## config.mk

```make
export PLATFORM = sky130hd
export DESIGN_NAME = div_sequencer
export DESIGN_NICKNAME = d
export VERILOG_FILES = /design/src/rtl/div_sequencer.sv
export SDC_FILE = /design/constraint.sdc
export NUM_CORES = 1
export LEC_CHECK = 0
export CORE_MARGIN = 2
export CORE_UTILIZATION = 53
export CTS_CLUSTER_SIZE = 16
export DETAILED_ROUTE_END_ITERATION = 6
export GPL_TIMING_DRIVEN = 0
export PLACE_DENSITY = 0.85
export SLEW_MARGIN = 0
export SYNTH_ARGS = -nofsm -noshare
export SYNTH_HDL_FRONTEND = slang
export SYNTH_SLANG_ARGS = --single-unit
```

## constraint.sdc

```tcl
create_clock -name clock -period 3.5 [get_ports clock]
set_clock_uncertainty 0.05 [all_clocks]
set_input_delay 0.875 -clock clock [delete_from_list [all_inputs] [get_ports clock]]
set_output_delay 0.875 -clock clock [all_outputs]
set_load 0.01 [all_outputs]
```

## src/rtl/div_sequencer.sv

```systemverilog
// div_sequencer: sequencer for multi-cycle 32-bit restoring division in the execute stage.
//
// An operand pair is accepted through a valid/ready handshake. The sequencer then
// produces one quotient bit per clock using shift/subtract/restore. Signed operands are
// converted to magnitudes before the loop and the signs are re-applied afterwards.
// The result Z = {quotient, remainder} goes to the HI/LO write-back path through a
// second valid/ready handshake.
//
// Ports:
//   clock, reset_n            rising-edge clock, asynchronous active-low reset
//   start_valid/start_ready   operand handshake (ready only in IDLE)
//   is_signed, dividend,
//   divisor                   operands, sampled at accept
//   busy                      any state other than IDLE
//   result_valid/result_ready result handshake (valid only in DONE)
//   Z                         {quotient, remainder}, 2*WIDTH bits
//   div_by_zero               the current result came from a zero divisor
//   flush                     only when DIV_SEQ_FLUSH_EN is defined: synchronous kill
//
// Optional feature macro: DIV_SEQ_FLUSH_EN. It adds the flush input.
//
// Latency, counted in edges after the accept edge:
//   - A normal divide spends 1 PREP edge, WIDTH ITER edges and 1 FIXUP edge,
//     so DONE is reached at edge WIDTH+2.
//   - A zero divisor goes PREP -> FIXUP -> DONE, so DONE is reached at edge 2.

module div_sequencer #(
  parameter int WIDTH = 32
) (
  input  logic               clock,
  input  logic               reset_n,
`ifdef DIV_SEQ_FLUSH_EN
  input  logic               flush,
`endif
  input  logic               start_valid,
  output logic               start_ready,
  input  logic               is_signed,
  input  logic [WIDTH-1:0]   dividend,
  input  logic [WIDTH-1:0]   divisor,
  output logic               busy,
  output logic               result_valid,
  input  logic               result_ready,
  output logic [2*WIDTH-1:0] Z,
  output logic               div_by_zero
);

  localparam int CW = (WIDTH > 1) ? $clog2(WIDTH) : 1;

  localparam logic [2:0] ST_IDLE  = 3'd0;
  localparam logic [2:0] ST_PREP  = 3'd1;
  localparam logic [2:0] ST_ITER  = 3'd2;
  localparam logic [2:0] ST_FIXUP = 3'd3;
  localparam logic [2:0] ST_DONE  = 3'd4;

  logic [2:0]         state_q,       state_d;
  logic [WIDTH-1:0]   dividend_q,    dividend_d;
  logic [WIDTH-1:0]   divisor_q,     divisor_d;
  logic               is_signed_q,   is_signed_d;
  logic [WIDTH-1:0]   a_q,           a_d;        // magnitude dividend, becomes quotient
  logic [WIDTH-1:0]   b_q,           b_d;        // magnitude divisor
  logic [WIDTH:0]     p_q,           p_d;        // partial remainder
  logic [CW-1:0]      count_q,       count_d;
  logic               neg_quo_q,     neg_quo_d;
  logic               neg_rem_q,     neg_rem_d;
  logic [2*WIDTH-1:0] z_q,           z_d;
  logic               dbz_q,         dbz_d;
  logic               start_ready_q, start_ready_d;
  logic               busy_q,        busy_d;
  logic               rvalid_q,      rvalid_d;

  logic               flush_s;
  logic [WIDTH+1:0]   shifted_s;
  logic [WIDTH+1:0]   trial_s;

`ifdef DIV_SEQ_FLUSH_EN
  assign flush_s = flush;
`else
  assign flush_s = 1'b0;
`endif

  // One restoring step: shift {P, A} left and trial-subtract B from the shifted P.
  // The extra top bit of trial_s is the borrow, i.e. the sign of T.
  assign shifted_s = {p_q, a_q[WIDTH-1]};
  assign trial_s   = shifted_s - {2'b00, b_q};

  // Next-state and datapath load logic.
  // Flush wins over every other action and leaves the result registers untouched.
  always_comb begin
    state_d     = state_q;
    dividend_d  = dividend_q;
    divisor_d   = divisor_q;
    is_signed_d = is_signed_q;
    a_d         = a_q;
    b_d         = b_q;
    p_d         = p_q;
    count_d     = count_q;
    neg_quo_d   = neg_quo_q;
    neg_rem_d   = neg_rem_q;
    z_d         = z_q;
    dbz_d       = dbz_q;

    if (flush_s) begin
      state_d = ST_IDLE;
    end else begin
      case (state_q)
        ST_IDLE: begin
          if (start_valid) begin
            dividend_d  = dividend;
            divisor_d   = divisor;
            is_signed_d = is_signed;
            state_d     = ST_PREP;
          end else begin
            state_d = ST_IDLE;
          end
        end

        ST_PREP: begin
          if (divisor_q == {WIDTH{1'b0}}) begin
            // Pre-load A/P so that FIXUP (both signs clear) emits {all ones, dividend}.
            a_d       = {WIDTH{1'b1}};
            p_d       = {1'b0, dividend_q};
            neg_quo_d = 1'b0;
            neg_rem_d = 1'b0;
            dbz_d     = 1'b1;
            state_d   = ST_FIXUP;
          end else begin
            // Negating the most-negative value gives 2^(W-1), which is correct when read unsigned.
            a_d       = (is_signed_q && dividend_q[WIDTH-1]) ? -dividend_q : dividend_q;
            b_d       = (is_signed_q && divisor_q[WIDTH-1])  ? -divisor_q  : divisor_q;
            neg_quo_d = is_signed_q & (dividend_q[WIDTH-1] ^ divisor_q[WIDTH-1]);
            neg_rem_d = is_signed_q & dividend_q[WIDTH-1];
            p_d       = {(WIDTH+1){1'b0}};
            count_d   = {CW{1'b0}};
            dbz_d     = 1'b0;
            state_d   = ST_ITER;
          end
        end

        ST_ITER: begin
          if (trial_s[WIDTH+1]) begin
            p_d = shifted_s[WIDTH:0];
            a_d = {a_q[WIDTH-2:0], 1'b0};
          end else begin
            p_d = trial_s[WIDTH:0];
            a_d = {a_q[WIDTH-2:0], 1'b1};
          end
          if (count_q == CW'(WIDTH - 1)) begin
            state_d = ST_FIXUP;
          end else begin
            count_d = count_q + CW'(1);
            state_d = ST_ITER;
          end
        end

        ST_FIXUP: begin
          z_d = {(neg_quo_q ? -a_q : a_q),
                 (neg_rem_q ? -p_q[WIDTH-1:0] : p_q[WIDTH-1:0])};
          state_d = ST_DONE;
        end

        ST_DONE: begin
          if (result_ready) begin
            state_d = ST_IDLE;
          end else begin
            state_d = ST_DONE;
          end
        end

        default: begin
          state_d = ST_IDLE;
        end
      endcase
    end
  end

  // Handshake and status outputs are registered by decoding the next state.
  always_comb begin
    start_ready_d = (state_d == ST_IDLE);
    busy_d        = (state_d != ST_IDLE);
    rvalid_d      = (state_d == ST_DONE);
  end

  // State and datapath registers.
  always_ff @(posedge clock or negedge reset_n) begin
    if (!reset_n) begin
      state_q       <= ST_IDLE;
      dividend_q    <= {WIDTH{1'b0}};
      divisor_q     <= {WIDTH{1'b0}};
      is_signed_q   <= 1'b0;
      a_q           <= {WIDTH{1'b0}};
      b_q           <= {WIDTH{1'b0}};
      p_q           <= {(WIDTH+1){1'b0}};
      count_q       <= {CW{1'b0}};
      neg_quo_q     <= 1'b0;
      neg_rem_q     <= 1'b0;
      z_q           <= {(2*WIDTH){1'b0}};
      dbz_q         <= 1'b0;
      start_ready_q <= 1'b1;
      busy_q        <= 1'b0;
      rvalid_q      <= 1'b0;
    end else begin
      state_q       <= state_d;
      dividend_q    <= dividend_d;
      divisor_q     <= divisor_d;
      is_signed_q   <= is_signed_d;
      a_q           <= a_d;
      b_q           <= b_d;
      p_q           <= p_d;
      count_q       <= count_d;
      neg_quo_q     <= neg_quo_d;
      neg_rem_q     <= neg_rem_d;
      z_q           <= z_d;
      dbz_q         <= dbz_d;
      start_ready_q <= start_ready_d;
      busy_q        <= busy_d;
      rvalid_q      <= rvalid_d;
    end
  end

  assign start_ready  = start_ready_q;
  assign busy         = busy_q;
  assign result_valid = rvalid_q;
  assign Z            = z_q;
  assign div_by_zero  = dbz_q;

endmodule
```

# Word level (Yosys, flattened, before mapping)
# Index checks and enable logic that the tools add are counted.
dict set report op_classes {
  muxes 21
  bitwise 4
  addsub 6
  reduce_logical 10
  n_eq_ne 8
}
# op n
set op_table {}
lappend op_table {{32-bit two-way mux} 6}
lappend op_table {{32-bit negator} 4}
lappend op_table {{33-bit one-hot mux with 2 select lines} 1}
lappend op_table {{32-bit one-hot mux with 2 select lines} 1}
lappend op_table {{34-bit by 32-bit subtractor with 34-bit output} 1}
lappend op_table {{33-bit two-way mux} 1}
lappend op_table {{32-bit zero test} 1}
lappend op_table {{3-bit one-hot mux with 5 select lines} 1}
lappend op_table {{5-bit two-way mux} 2}
lappend op_table {{5-bit one-hot mux with 2 select lines} 1}
lappend op_table {{1-bit two-way mux} 7}
lappend op_table {{3-bit by 2-bit equality test with 1-bit output, second input constant} 2}
lappend op_table {{3-bit equality test, second input constant} 2}
lappend op_table {{3-bit zero test} 2}
lappend op_table {{5-bit by 1-bit adder with 5-bit output, second input constant} 1}
lappend op_table {{5-bit equality test, second input constant} 1}
lappend op_table {{2-bit != test, second input constant} 2}
lappend op_table {{2-bit AND reduction} 2}
lappend op_table {{3-bit by 1-bit equality test with 1-bit output, second input constant} 1}
lappend op_table {{3-bit two-way mux} 1}
lappend op_table {{3-bit AND reduction} 1}
lappend op_table {{3-bit nonzero test} 1}
lappend op_table {{1-bit AND} 2}
lappend op_table {{1-bit logical AND} 2}
lappend op_table {{other kinds (3)} 3}
dict set report word_totals {
  ff_bits 240
  wordCells 64
  in_bits 69
  output_inout_bits 68
}

# Longest topological paths before layout
dict set report logic_depth {
  ltp_word 4
  mapped_depth 13
  depth_no_buf 12
}

# Worst setup path before layout
# Ideal clock, no wire load.
dict set report synth_path {
  kind {reg-to-reg}
  from {register p_q[17]}
  to {register p_q[12]}
  n_path_buf 2
  t_arrival_ns 3.201
  period_less_slack_ns 3.388
  setup_ns 0.137
  path_stages_with_launch 12
  slack_ns 0.112
  path_cell_list {dfrtp_1 -> ha_1 -> clkbuf_1 -> and3_1 -> a311o_1 -> a221o_1 -> a31oi_1 -> o21ai_0 -> xor2_1 -> clkbuf_1 -> mux2i_1 -> a21oi_1}
}
dict set report synth_between {
  elab_chain_len 3
}
# item line
set synth_rtl {}
lappend synth_rtl {{start, declared} 61} ;# logic [WIDTH:0] p_q, p_d;
lappend synth_rtl {{start signal, assigned} 192} ;# p_q <= {(WIDTH+1){1'b0}};
lappend synth_rtl {{start signal, assigned} 208} ;# p_q <= p_d;
lappend synth_rtl {{34-bit by 32-bit subtractor with 34-bit output} 84} ;# assign trial_s = shifted_s - {2'b00, b_q};
lappend synth_rtl {{33-bit two-way mux} 140} ;# if (trial_s[WIDTH+1]) begin
lappend synth_rtl {{33-bit one-hot mux with 2 select lines} 105} ;# case (state_q)
# Every way passes these cells.
# A chain may end at the register's enable or synchronous reset.

# Worst setup path in the final report
dict set report layout_path {
  from {register divisor_q[0]}
  to {register p_q[1]}
}
dict set report layout_between {
  elab_chain_len 3
}
# item line
set layout_rtl {}
lappend layout_rtl {{start, declared} 57} ;# logic [WIDTH-1:0] divisor_q, divisor_d;
lappend layout_rtl {{start signal, assigned} 188} ;# divisor_q <= {WIDTH{1'b0}};
lappend layout_rtl {{start signal, assigned} 204} ;# divisor_q <= divisor_d;
lappend layout_rtl {{32-bit zero test} 118} ;# if (divisor_q == {WIDTH{1'b0}}) begin
lappend layout_rtl {{32-bit two-way mux} 118}
lappend layout_rtl {{33-bit one-hot mux with 2 select lines} 105}
# Every way passes these cells.

==> results.yml <==
outcome:
  status: "finished, final reports clean"
sta:
  fin_crit_sh_pct: 98.1
  slew_violations: 0
  setup_viol: 0
  fin_hold_ws_ns: 0.204
  hold_violations: 0
  period_minus_slack_ns: 3.43
  relSlewSlack_pct: 22.3
  fmaxAchievable_mhz: 291
  tns_ns: 0
  finalWorstSetupSlack_ns: 0.0653
  tightest_slew_ns: 1.16
global_routing:
  antenna_found_initial: 0
  grt_pass1_wl_mm: 66.0
  grt_use_total_pct: 29.4
  grt_max_degree: 97
  grt.overflow.total: 0
  grt_pass1_vias: 12100
logic_synthesis:
  ys_ff_latch: 240
  synthesis.nets: 1651
  synth_area_mm2: 0.0141
  yosys-top-cells-count: "dfrtp_1 (239), nand2_1 (209), o21ai_0 (187), a21oi_1 (108), xor2_1 (92)"
  synth_area_leaders: "dfrtp_1 (43%), o21ai_0 (6.7%), xor2_1 (5.7%)"
  syn_area_per_cell_um2: 9.12
  ys_seq_area_share_pct: 42.7
  yosys.area.top_type: "dfrtp_1"
  synth_flop_cell: "dfrtp_1"
  synth.most_common_cell: "dfrtp_1"
  yosys_warnings: 0
  synthArstFlopShare_pct: 100
  syn_inst: 1543
  synth_edf_count: 0
  yosysTopAreaCellShare_pct: 42.5
  yosys.cell_types.count: 75
power:
  finalPower_mw: 19.8
  power-per-cell-area_mw_per_mm2: 1160
  intPower_mw: 10.6
  switching_share_pct: 46.5
  ir_worst_vdd_mv: 0.661
  seq_power_share_pct: 29.7
  p_switching_mw: 9.22
  combPwrFrac_pct: 55.6
  clkPwrFrac_pct: 14.7
  p_leak_nw: 7.16
clocking:
  cts_max_path_buffers: 3
  clkLatencyLatePin_ns: 0.54
  cts_tree: "done"
  numClockSinks: 240
  cts_root_buf: "clkbuf_16"
  cts-buffers-inserted: 26
  ctsHoldBuffers: 0
  clk_pin_slew_worst_paths_ns: 0.07
  cts_htree_levels: 1
route:
  wl_per_cell_um: 20.3
  drtIter0Drc: 1222
  wl_mm: 42.1
  via_per_inst: 6.13
  vias: 12700
  remaining_drc_errors: 0
  final_antenna_net_count: 0
  dr.pass1.iters: 6
floorplan:
  ios: 137
  die-area_mm2: 0.0279
  die_w_um: 167
  coreArea_mm2: 0.0261
  start_util_pct: 54.0
  rows: 59
  die_h_um: 167
placed_design:
  gp_congestion: 1.00
  dpl.hpwl_mm: 31.5
  io_buffers: 136
  placed_area_mm2: 0.0159
  dp_worst_setup_slack_ns: -0.768
setup_path:
  cp.required_ns: 3.90
  endpoint_kind: "register"
  path_max_fanout: 10
  startpoint_type: "register"
  worstPathArrival_ns: 3.84
  r2r_slack_ns: 0.07
  crit_type: "reg2reg"
final_layout:
  drive_above_1_share_pct: 10.6
  fin_area_mm2: 0.0171
  syn_to_final_growth_pct: 21.5
  n_antenna_cell: 0
  nets: 1826
worst_hold_path:
  hold_class: "in2async"
run:
  cap_violations: 0
routing by layer:
layer	vias to the layer above	wire length [µm]	GRT usage, %
met4	0	1570	10.8
met5	-	0	0
li1	5867	-	-
met3	100	3500	3.99
met1	6082	18100	41.6
met2	649	18900	46.6
cell usage in the layout (no fill, tap or decap), types with 6 or more instances in the layout:
cell,n
clkinv_2,8
nor3_1,24
o31ai_1,32
mux2i_1,20
a22oi_1,9
inv_1,52
a31oi_1,9
a21oi_1,106
nor2_1,49
nor2b_1,8
nand2_1,209
clkdlybuf4s50_1,135
nand3_1,30
o21ai_1,13
nand4_1,10
o41ai_1,10
or4_1,16
buf_1,7
clkbuf_1,67
clkbuf_16,27
mux2_2,61
o21ai_0,184
a211oi_1,20
or3_1,15
nand2b_1,11
ha_1,34
a21o_1,12
xor2_1,91
xnor2_1,58
and3_1,22
dfrtp_1,235
nor4_1,13
clkbuf_8,6
buf_4,14
power by group through the flow:
| stage | Clock, mW | Sequential, mW | Combinational (mW) |
|---|---|---|---|
| CTS | 2.92 | 5.79 | 10.6 |
| floorplan | 0 | 5.32 | 7.39 |
| global route | 3.04 | 6.02 | 12.1 |
| finish | 2.91 | 5.89 | 11.0 |
| global placement | 0 | 5.74 | 10.2 |
| detailed placement | 0 | 5.81 | 10.4 |
final cells by class:
cell class,instances,area (µm²)
Clock inverter,17,180
Inverter,54,203
Fill cell,2045,8970
Clock buffer,31,731
Tap cell,335,419
Timing Repair Buffer,149,1500
Multi-Input combinational cell,1157,7630
Buffer,90,408
Sequential cell,240,6010
sequential cells by signal, indices dropped and copies added (netlist names):
register      flops
is_signed_q       1
divisor_q        32
neg_rem_q         1
dividend_q       32
result_valid      1
b_q              32
neg_quo_q         1
state_q           3
busy              1
count_q           5
div_by_zero       1
a_q              32
start_ready       1
p_q              33
Z                64
logic make-up (layout without fill, tap and decap cells):
group,Yosys count,in the layout,share of synthesized area [%]
AO/OA/AOI/OAI,449,449,19.0
AND/OR/NAND/NOR,437,437,15.0
flip-flops,240,240,42.7
XOR/XNOR,150,150,9.34
buffers and inverters,146,341,4.09
multiplexers,82,82,6.38
adder cells (fa/ha/maj),39,39,3.52
path summary, 6_finish.rpt:
path                              startpoint      endpoint  depth (start not counted)
worst min-delay path                 reset_n  divisor_q[9]                          1
worst max-delay path            divisor_q[0]        p_q[1]                         12
worst min register to register         Z[44]         Z[44]                          2
min in group clock                     Z[44]         Z[44]                          2
max in group asynchronous            reset_n       p_q[24]                          2
worst max register to register  divisor_q[0]        p_q[1]                         12
per-stage QoR:
step | util (%) | cells
after global routing | 65.6 | 2073
after CTS | 64.9 | 2067
final | 65.6 | 2073
after global placement | 60.8 | 2014
after detailed placement | 61.1 | 2016
after floorplan | - | 1543
repair_timing:
action / CTS / global route
buffers inserted: 3 / 8
setup endpoints to repair: 103 / 77
resized for setup: 21 / 38
pin swaps: 3 / 7
hold endpoints to repair: 0 / 0
critical path, cell delays in order, from the launching register on:
cell and delay (ns):
dfrtp_1 0.40, inv_2 0.10, ha_4 0.15, or4b_4 0.46, or3_4 0.41, nor3_4 0.24
nand4_1 0.22, or4_1 0.54, buf_6 0.17, nor2_4 0.18, buf_4 0.22, a22oi_1 0.09
o21ai_0 0.11
Power figures use the tool's default switching activity.
